<file path="src/rtl/mem_ctrl_pkg.sv">
// Shared definitions for the byte-serial memory controller: funct3 codes,
// FSM encoding, IO window default and the per-access byte count.
package mem_ctrl_pkg;

   localparam logic [2:0] LB  = 3'b000;
   localparam logic [2:0] LH  = 3'b001;
   localparam logic [2:0] LW  = 3'b010;
   localparam logic [2:0] LBU = 3'b100;
   localparam logic [2:0] LHU = 3'b101;
   localparam logic [2:0] SB  = 3'b000;
   localparam logic [2:0] SH  = 3'b001;
   localparam logic [2:0] SW  = 3'b010;

   localparam logic [31:0] IO_BASE_DEF = 32'h0003_0000;

   typedef enum logic [1:0] {IDLE, FETCH, LOAD, STORE} state_t;
   typedef enum logic {GNT_LSB, GNT_IF} grant_t;

   // Width code lives in funct3[1:0] for both loads and stores.
   function automatic logic [2:0] byte_cnt(input logic [2:0] f3);
      case (f3[1:0])
         2'b00:   byte_cnt = 3'd1;
         2'b01:   byte_cnt = 3'd2;
         default: byte_cnt = 3'd4;
      endcase
   endfunction

endpackage

</file>
<file path="src/rtl/mem_ctrl_load_extend.sv">
// Assembles little-endian load bytes and applies sign/zero extension by funct3.
module mem_load_extend
   import mem_ctrl_pkg::*;
(
   input  logic [31:0] raw,
   input  logic [2:0]  funct3,
   output logic [31:0] val
);

   always_comb begin
      case (funct3)
         LB:      val = {{24{raw[7]}}, raw[7:0]};
         LH:      val = {{16{raw[15]}}, raw[15:0]};
         LBU:     val = {24'h0, raw[7:0]};
         LHU:     val = {16'h0, raw[15:0]};
         default: val = raw;
      endcase
   end

endmodule

</file>
<file path="src/rtl/mem_ctrl.sv">
// Byte-wide RAM port owner: arbitrates icache fetch vs. load/store buffer and
// serialises accesses one byte per cycle. Optional macro: IO_BUFFER_STALL_EN.
module mem_ctrl
   import mem_ctrl_pkg::*;
#(
   parameter int                 ADDR_W   = 32,
   parameter int                 LSB_ID_W = 3,
   parameter logic [ADDR_W-1:0]  IO_BASE  = ADDR_W'(IO_BASE_DEF)
) (
   input  logic                 clk,
   input  logic                 rst_in,
   input  logic                 rdy_in,
   input  logic                 flush,
   input  logic                 if_req_en,
   input  logic [ADDR_W-1:0]    if_addr,
   output logic                 if_done,
   output logic [31:0]          if_data,
   input  logic                 lsb2mem_en,
   input  logic                 lsb2mem_store_load,
   input  logic [ADDR_W-1:0]    lsb2mem_addr,
   input  logic [2:0]           lsb2mem_type,
   input  logic [31:0]          lsb2mem_val,
   input  logic [LSB_ID_W-1:0]  lsb2mem_load_id,
   output logic                 mem_busy,
   output logic                 mem2lsb_load_en,
   output logic [LSB_ID_W-1:0]  mem2lsb_load_id,
   output logic [31:0]          mem2lsb_load_val,
   input  logic [7:0]           mem_din,
   output logic [7:0]           mem_dout,
   output logic [ADDR_W-1:0]    mem_a,
   output logic                 mem_wr,
   input  logic                 io_buffer_full
);

   state_t                state, state_nxt;
   grant_t                last_grant;

   logic                  pend_valid, pend_store;
   logic [2:0]            pend_f3;
   logic [ADDR_W-1:0]     pend_addr;
   logic [31:0]           pend_val;
   logic [LSB_ID_W-1:0]   pend_id;

   logic [2:0]            cur_f3;
   logic [ADDR_W-1:0]     cur_addr;
   logic [31:0]           cur_val;
   logic [LSB_ID_W-1:0]   cur_id;
   logic [2:0]            cnt;
   logic [3:0][7:0]       rd_buf;

   logic [2:0]            n;
   logic                  rd_state, pend_eff, want_if, grant_lsb, grant_if;
   logic                  io_stall, done_cyc;

   assign n        = byte_cnt(cur_f3);
   assign rd_state = (state == FETCH) || (state == LOAD);

   // A flush kills a pending load in the same cycle, so it must not win arbitration.
   assign pend_eff  = pend_valid && !(flush && !pend_store);
   assign want_if   = if_req_en && !flush;
   assign grant_lsb = (state == IDLE) && pend_eff && (!want_if || last_grant == GNT_IF);
   assign grant_if  = (state == IDLE) && want_if && (!pend_eff || last_grant == GNT_LSB);

`ifdef IO_BUFFER_STALL_EN
   assign io_stall = (state == STORE) && (cur_addr >= IO_BASE) && io_buffer_full;
`else
   logic unused_io;
   assign io_stall  = 1'b0;
   assign unused_io = io_buffer_full & (cur_addr >= IO_BASE);
`endif

   always_comb begin
      state_nxt = state;
      case (state)
         IDLE: begin
            if (grant_lsb)     state_nxt = pend_store ? STORE : LOAD;
            else if (grant_if) state_nxt = FETCH;
         end
         FETCH, LOAD: if (flush || cnt == n + 3'd1) state_nxt = IDLE;
         STORE:       if (!io_stall && cnt == n - 3'd1) state_nxt = IDLE;
         default:     state_nxt = IDLE;
      endcase
   end

   always_comb begin
      mem_a    = '0;
      mem_dout = 8'h00;
      mem_wr   = 1'b0;
      if ((rd_state && cnt < n) || state == STORE)
         mem_a = cur_addr + ADDR_W'(cnt);
      if (state == STORE) begin
         mem_dout = cur_val[{cnt[1:0], 3'b000} +: 8];
         mem_wr   = rdy_in && !io_stall;
      end
   end

   // Done is combinational so a flush arriving in the done cycle can veto it.
   assign done_cyc        = rdy_in && !flush && (cnt == n + 3'd1);
   assign if_done         = (state == FETCH) && done_cyc;
   assign mem2lsb_load_en = (state == LOAD) && done_cyc;
   assign if_data         = rd_buf;
   assign mem2lsb_load_id = cur_id;
   assign mem_busy        = (state != IDLE) || pend_valid;

   mem_load_extend u_ext (
      .raw    (rd_buf),
      .funct3 (cur_f3),
      .val    (mem2lsb_load_val)
   );

   always_ff @(posedge clk or negedge rst_in) begin
      if (!rst_in) begin
         state      <= IDLE;
         last_grant <= GNT_LSB;
         pend_valid <= 1'b0;
         pend_store <= 1'b0;
         pend_f3    <= 3'd0;
         pend_addr  <= '0;
         pend_val   <= 32'h0;
         pend_id    <= '0;
         cur_f3     <= 3'd0;
         cur_addr   <= '0;
         cur_val    <= 32'h0;
         cur_id     <= '0;
         cnt        <= 3'd0;
         rd_buf     <= '0;
      end else if (rdy_in) begin
         state <= state_nxt;

         if (lsb2mem_en && !(flush && !lsb2mem_store_load)) begin
            pend_valid <= 1'b1;
            pend_store <= lsb2mem_store_load;
            pend_f3    <= lsb2mem_type;
            pend_addr  <= lsb2mem_addr;
            pend_val   <= lsb2mem_val;
            pend_id    <= lsb2mem_load_id;
         end else if (grant_lsb || (flush && !pend_store)) begin
            pend_valid <= 1'b0;
         end

         if (grant_lsb) begin
            last_grant <= GNT_LSB;
            cur_f3     <= pend_f3;
            cur_addr   <= pend_addr;
            cur_val    <= pend_val;
            cur_id     <= pend_id;
            cnt        <= 3'd0;
         end else if (grant_if) begin
            last_grant <= GNT_IF;
            cur_f3     <= LW;
            cur_addr   <= if_addr;
            cnt        <= 3'd0;
         end else if (state != IDLE) begin
            if (!io_stall) cnt <= cnt + 3'd1;
            // RAM returns byte k one cycle after its address, i.e. while cnt = k+1.
            if (rd_state && cnt != 3'd0 && cnt <= n)
               rd_buf[cnt[1:0] - 2'd1] <= mem_din;
         end
      end
   end

endmodule

</file>
<file path="config.mk">
export PLATFORM = sky130hd
export DESIGN_NAME = mem_ctrl
export DESIGN_NICKNAME = d
export VERILOG_FILES = /design/src/rtl/mem_ctrl_pkg.sv /design/src/rtl/mem_ctrl_load_extend.sv /design/src/rtl/mem_ctrl.sv
export SDC_FILE = /design/constraint.sdc
export NUM_CORES = 1
export LEC_CHECK = 0
export BUFFER_PORTS_ARGS = -buffer_cell sky130_fd_sc_hd__buf_4
export CAP_MARGIN = 5
export CORE_MARGIN = 4
export CORE_UTILIZATION = 53
export CTS_CLUSTER_SIZE = 40
export DETAILED_ROUTE_END_ITERATION = 10
export MAX_ROUTING_LAYER = met4
export PLACE_DENSITY = 0.85
export SLEW_MARGIN = 40
export SYNTH_ARGS = -nofsm -noshare
export SYNTH_HDL_FRONTEND = slang
export SYNTH_SLANG_ARGS = --single-unit
</file>
<file path="constraint.sdc">
create_clock -name clk -period 3.3 [get_ports clk]
set_input_delay 0.165 -clock clk [delete_from_list [all_inputs] [get_ports clk]]
set_output_delay 0.165 -clock clk [all_outputs]
set_load 0.02 [all_outputs]
</file>
==> impl_results.md <==
* Capturing element type of the critical path: output pin
* Clock slew at the register clock pins of the worst setup and hold paths at 0.07 ns
* Mean area per synthesized cell at 11.93 um2
* H-tree levels at 4
* Share of synthesized area occupied by flip-flops and latches at 51.80%
* NumNets Final at 1157
* Hold Buf Count CTS at 80
* Die Footprint at 18520 um2
* Reg2Reg Setup Slack at 0.60 ns
* Cells along the critical path: ha_1 > inv_1 > fa_1 > nor2b_1 > o21ba_2 > nand4_4 > or3_1 > a21oi_1 > buf_4
* Global placement routability congestion at 0.8571
* Required time at the worst-slack endpoint at 3.13 ns
* Class of the worst hold path: in2reg
* All-layer global routing usage at 26.45%
* Family with the most delay on the worst path: simple AND/OR/NAND/NOR gates
* Area share of fa/ha/maj cells after synthesis at 2.532%
* Iteration-0 DRC Markers at 330
* Leading cell type in the layout, fill and taps excluded: sky130_fd_sc_hd__buf_4
* Xor and xnor fraction of the mapped netlist area at 2.317%
* Ys async rst share at 100.0%
* Max stage delay on crit path at 0.37 ns
* Setup TNS at 0 ns
* Number of endpoints failing setup at the final stage at 0
* CTS tree: yes
* # port buffers at 227
* Critical path class: reg2out
* Post-detailed-placement cell area at 10550 um2
* Via count of the first global-routing pass at 7102
* Cell Area, Synth at 8696 um2
* Hold path start: if_addr[10]
* Latest clock arrival within the worst-skew pair at 0.42 ns
* Net count of the mapped netlist at 864
* Data arrival time at the worst-slack endpoint at 2.80 ns
* Synthesized netlist cell count at 729
* Antenna Violating Nets Remaining at 0
* Count of final hold-check violations at 0
* Number of placement rows at 46
* Post-synth top flop: sky130_fd_sc_hd__dfrtp_1
* Horiz. Die Dim at 136.1 um
* First-pass iteration count of the detailed router at 4
* Clock root cell: sky130_fd_sc_hd__clkbuf_16
* Reg-to-reg critical path endpoint: if_data[26]$_DFFE_PN0P_
* Area share of and/or/nand/nor cells after synthesis at 10.89%
* Unrepaired setup endpoints after global routing: no
* #FFs+latches synth at 180
* Achievable Freq at 337.3 MHz
* Share of the cycle needed by the critical path after routing at 89.85%
* Total wire length after detailed routing at 23.39 mm
* Startpoint of the worst-slack reg-to-reg timing path: cur_f3[1]$_DFFE_PN0P_
* Number of warnings reported in the yosys synthesis log at 0
* I/O pin total at 229
* Wire per inst at 18.70 um
* Critical Path Fanout Max at 10
* Share of the synthesized area in compound gates (AO/OA/AOI/OAI) at 5.079%
* Die height at 136.1 um
* Leading cell types in the layout, fill and taps excluded: sky130_fd_sc_hd__buf_4 (235), sky130_fd_sc_hd__dfrtp_1 (180), sky130_fd_sc_hd__mux2_2 (131), sky130_fd_sc_hd__dlygate4sd3_1 (80), sky130_fd_sc_hd__nor2_1 (59)
* Clock buffers created by TritonCTS at 17
* Number of clock sinks at 180
* Wire length of the first global-routing pass at 37.07 mm
* Largest net degree at the start of global routing at 85
* Initial core utilization at 54.35%
* Fraction of final layout cells sized beyond drive strength 1 at 41.06%
* Slowest stage cell on the critical path: sky130_fd_sc_hd__fa_1
* Number of setup buffers added after CTS at 0
* Endpoint, Worst Hold: cur_addr[10]$_DFFE_PN0P_
* Deepest clock path buffer count at 2
* Least-Margin Pin Slew at 0.7251 ns
* Worst IR Drop VDD at 0.5272 mV
* Depth of the worst register-to-register path at 8
* Remaining Overflow, GRT at 0
* Vias post-DR at 6652
* Core area at 16000 um2
* Initial antenna violation count at 0
* Run status: finished, final reports clean
* Number of cells traversed by the worst hold path at 3
* Clock tree skew after final layout at 0.008489 ns
* Main combinational cell family by area after synthesis: multiplexers
* Number of max-slew violations in the final report at 0
* Startpoint type of the worst setup path: register
* Leakage power summed over all cells at 5.667 nW
* Post-route minimum period at 2.965 ns
* Vias/cell at 5.317
* Number of enable-type register cells in the synthesized netlist at 0
* Power per unit of standard cell area at 933.7 nW/um2
* Number of maximum-capacitance violations at 0
* Worst slew margin relative to its limit at 51.66%
* Detail Placement HPWL at 14.83 mm
* Antenna Cells at 0
* Post-Layout Inst Area at 11960 um2
* Share of synthesized area spent on multiplexers at 23.99%
* Count of buffer and inverter cells on the critical path at 2
* Number of resized instances in the post-cts repair step at 0
* Layout overhead on the synthesized area at 37.54%
* Count of unique library cells instantiated by Yosys at 52
* DRC violation count after routing at 0
## report_power, final
group	internal [mW]	switching [mW]	total [mW]	leakage [nW]
registers	2.99	0.682	3.67	2.18
logic	2.45	2.98	5.43	3.21
clock network	1.15	0.916	2.06	0.279
## cell type report
type                    instances  area [um2]
flip-flops and latches        180        4504
fillers                      1047        4040
multi-input cells             489        3916
repair buffers                318        2610
clock buffers                  19       432.9
well taps                     216       270.3
clock inverters                13       166.4
inverters                      16       60.06
## per-stage QoR
stage	util [%]	hold WS, ns	worst slack (ns)	power [mW]	std cells
2_1_floorplan	-	-0.1306	0.7053	6.894	729
3_3_place_gp	65.93	0.2552	0.6603	8.794	1139
3_5_place_dp	65.96	0.2665	0.6355	8.978	1139
4_1_cts	74.71	0.03146	0.3074	11.16	1251
5_1_grt	74.75	0.04969	0.1354	11.83	1251
6_report	74.75	0.05147	0.3350	11.17	1251
## cell families (layout without fill, tap and decap cells)
family                   Yosys count  in the layout
XOR/XNOR                          23             23
adder cells (fa/ha/maj)           17             17
AND/OR/NAND/NOR                  189            189
multiplexers                     181            181
buffers and inverters             60            366
flip-flops                       180            180
AO/OA/AOI/OAI                     79             79
## synthesized netlist by cell type (all sizes together), types with 2 or more instances
cell | number | share of area (%)
a211oi | 2 | 0.23
a21oi | 43 | 2.5
and2 | 11 | 0.79
and3 | 4 | 0.32
and4 | 7 | 0.79
buf | 32 | 2.2
clkbuf | 12 | 0.52
dfrtp | 180 | 52
ha | 16 | 2.3
inv | 16 | 0.69
mux2 | 139 | 18
mux2i | 34 | 3.9
mux4 | 8 | 2.1
nand2 | 57 | 2.5
nand2b | 4 | 0.29
nand3 | 15 | 0.86
nand4 | 11 | 1.1
nor2 | 62 | 2.8
nor2b | 4 | 0.29
nor3 | 2 | 0.24
o21ai | 23 | 1.3
o31ai | 2 | 0.17
or3 | 9 | 0.65
xnor2 | 4 | 0.40
xor2 | 19 | 1.9
## registers in the layout (all words and copies together), names as in the netlist, 32 cells and up
| name | count |
|---|---|
| if_data | 32 |
| pend_addr | 32 |
| pend_val | 32 |
| cur_addr | 32 |
| cur_val | 32 |
## tightest hold or removal path, stage by stage
cell                      delay [ns]
sky130_fd_sc_hd__buf_4          0.08
sky130_fd_sc_hd__mux2i_1        0.05
sky130_fd_sc_hd__a21oi_1        0.13
## routing by layer
metal  GRT usage (%)  vias to the layer above  wire length [um]
met5               -                        -                 0
li1                -                     3133                 -
met3           4.848                       40              1209
met2           45.07                      204             12250
met4           8.567                        0               471
met1           31.99                     3275              9463
## how the worst max path moves through the flow
stage,from,to,slack (ns),depth (start not counted)
3_5_place_dp,cur_f3[1]$_DFFE_PN0P_,if_data[26]$_DFFE_PN0P_,0.64,8
5_1_grt,cur_addr[0]$_DFFE_PN0P_,mem_a[30],0.14,9
4_1_cts,cur_addr[0]$_DFFE_PN0P_,mem_a[30],0.31,9
3_3_place_gp,state[0]$_DFFE_PN0P_,cur_val[8]$_DFFE_PN0P_,0.66,5
2_1_floorplan,cnt[1]$_DFFE_PN0P_,mem_a[26],0.71,9
6_report,cur_addr[0]$_DFFE_PN0P_,mem_a[30],0.34,9
No activity file was read; power rests on OpenSTA's default activity.
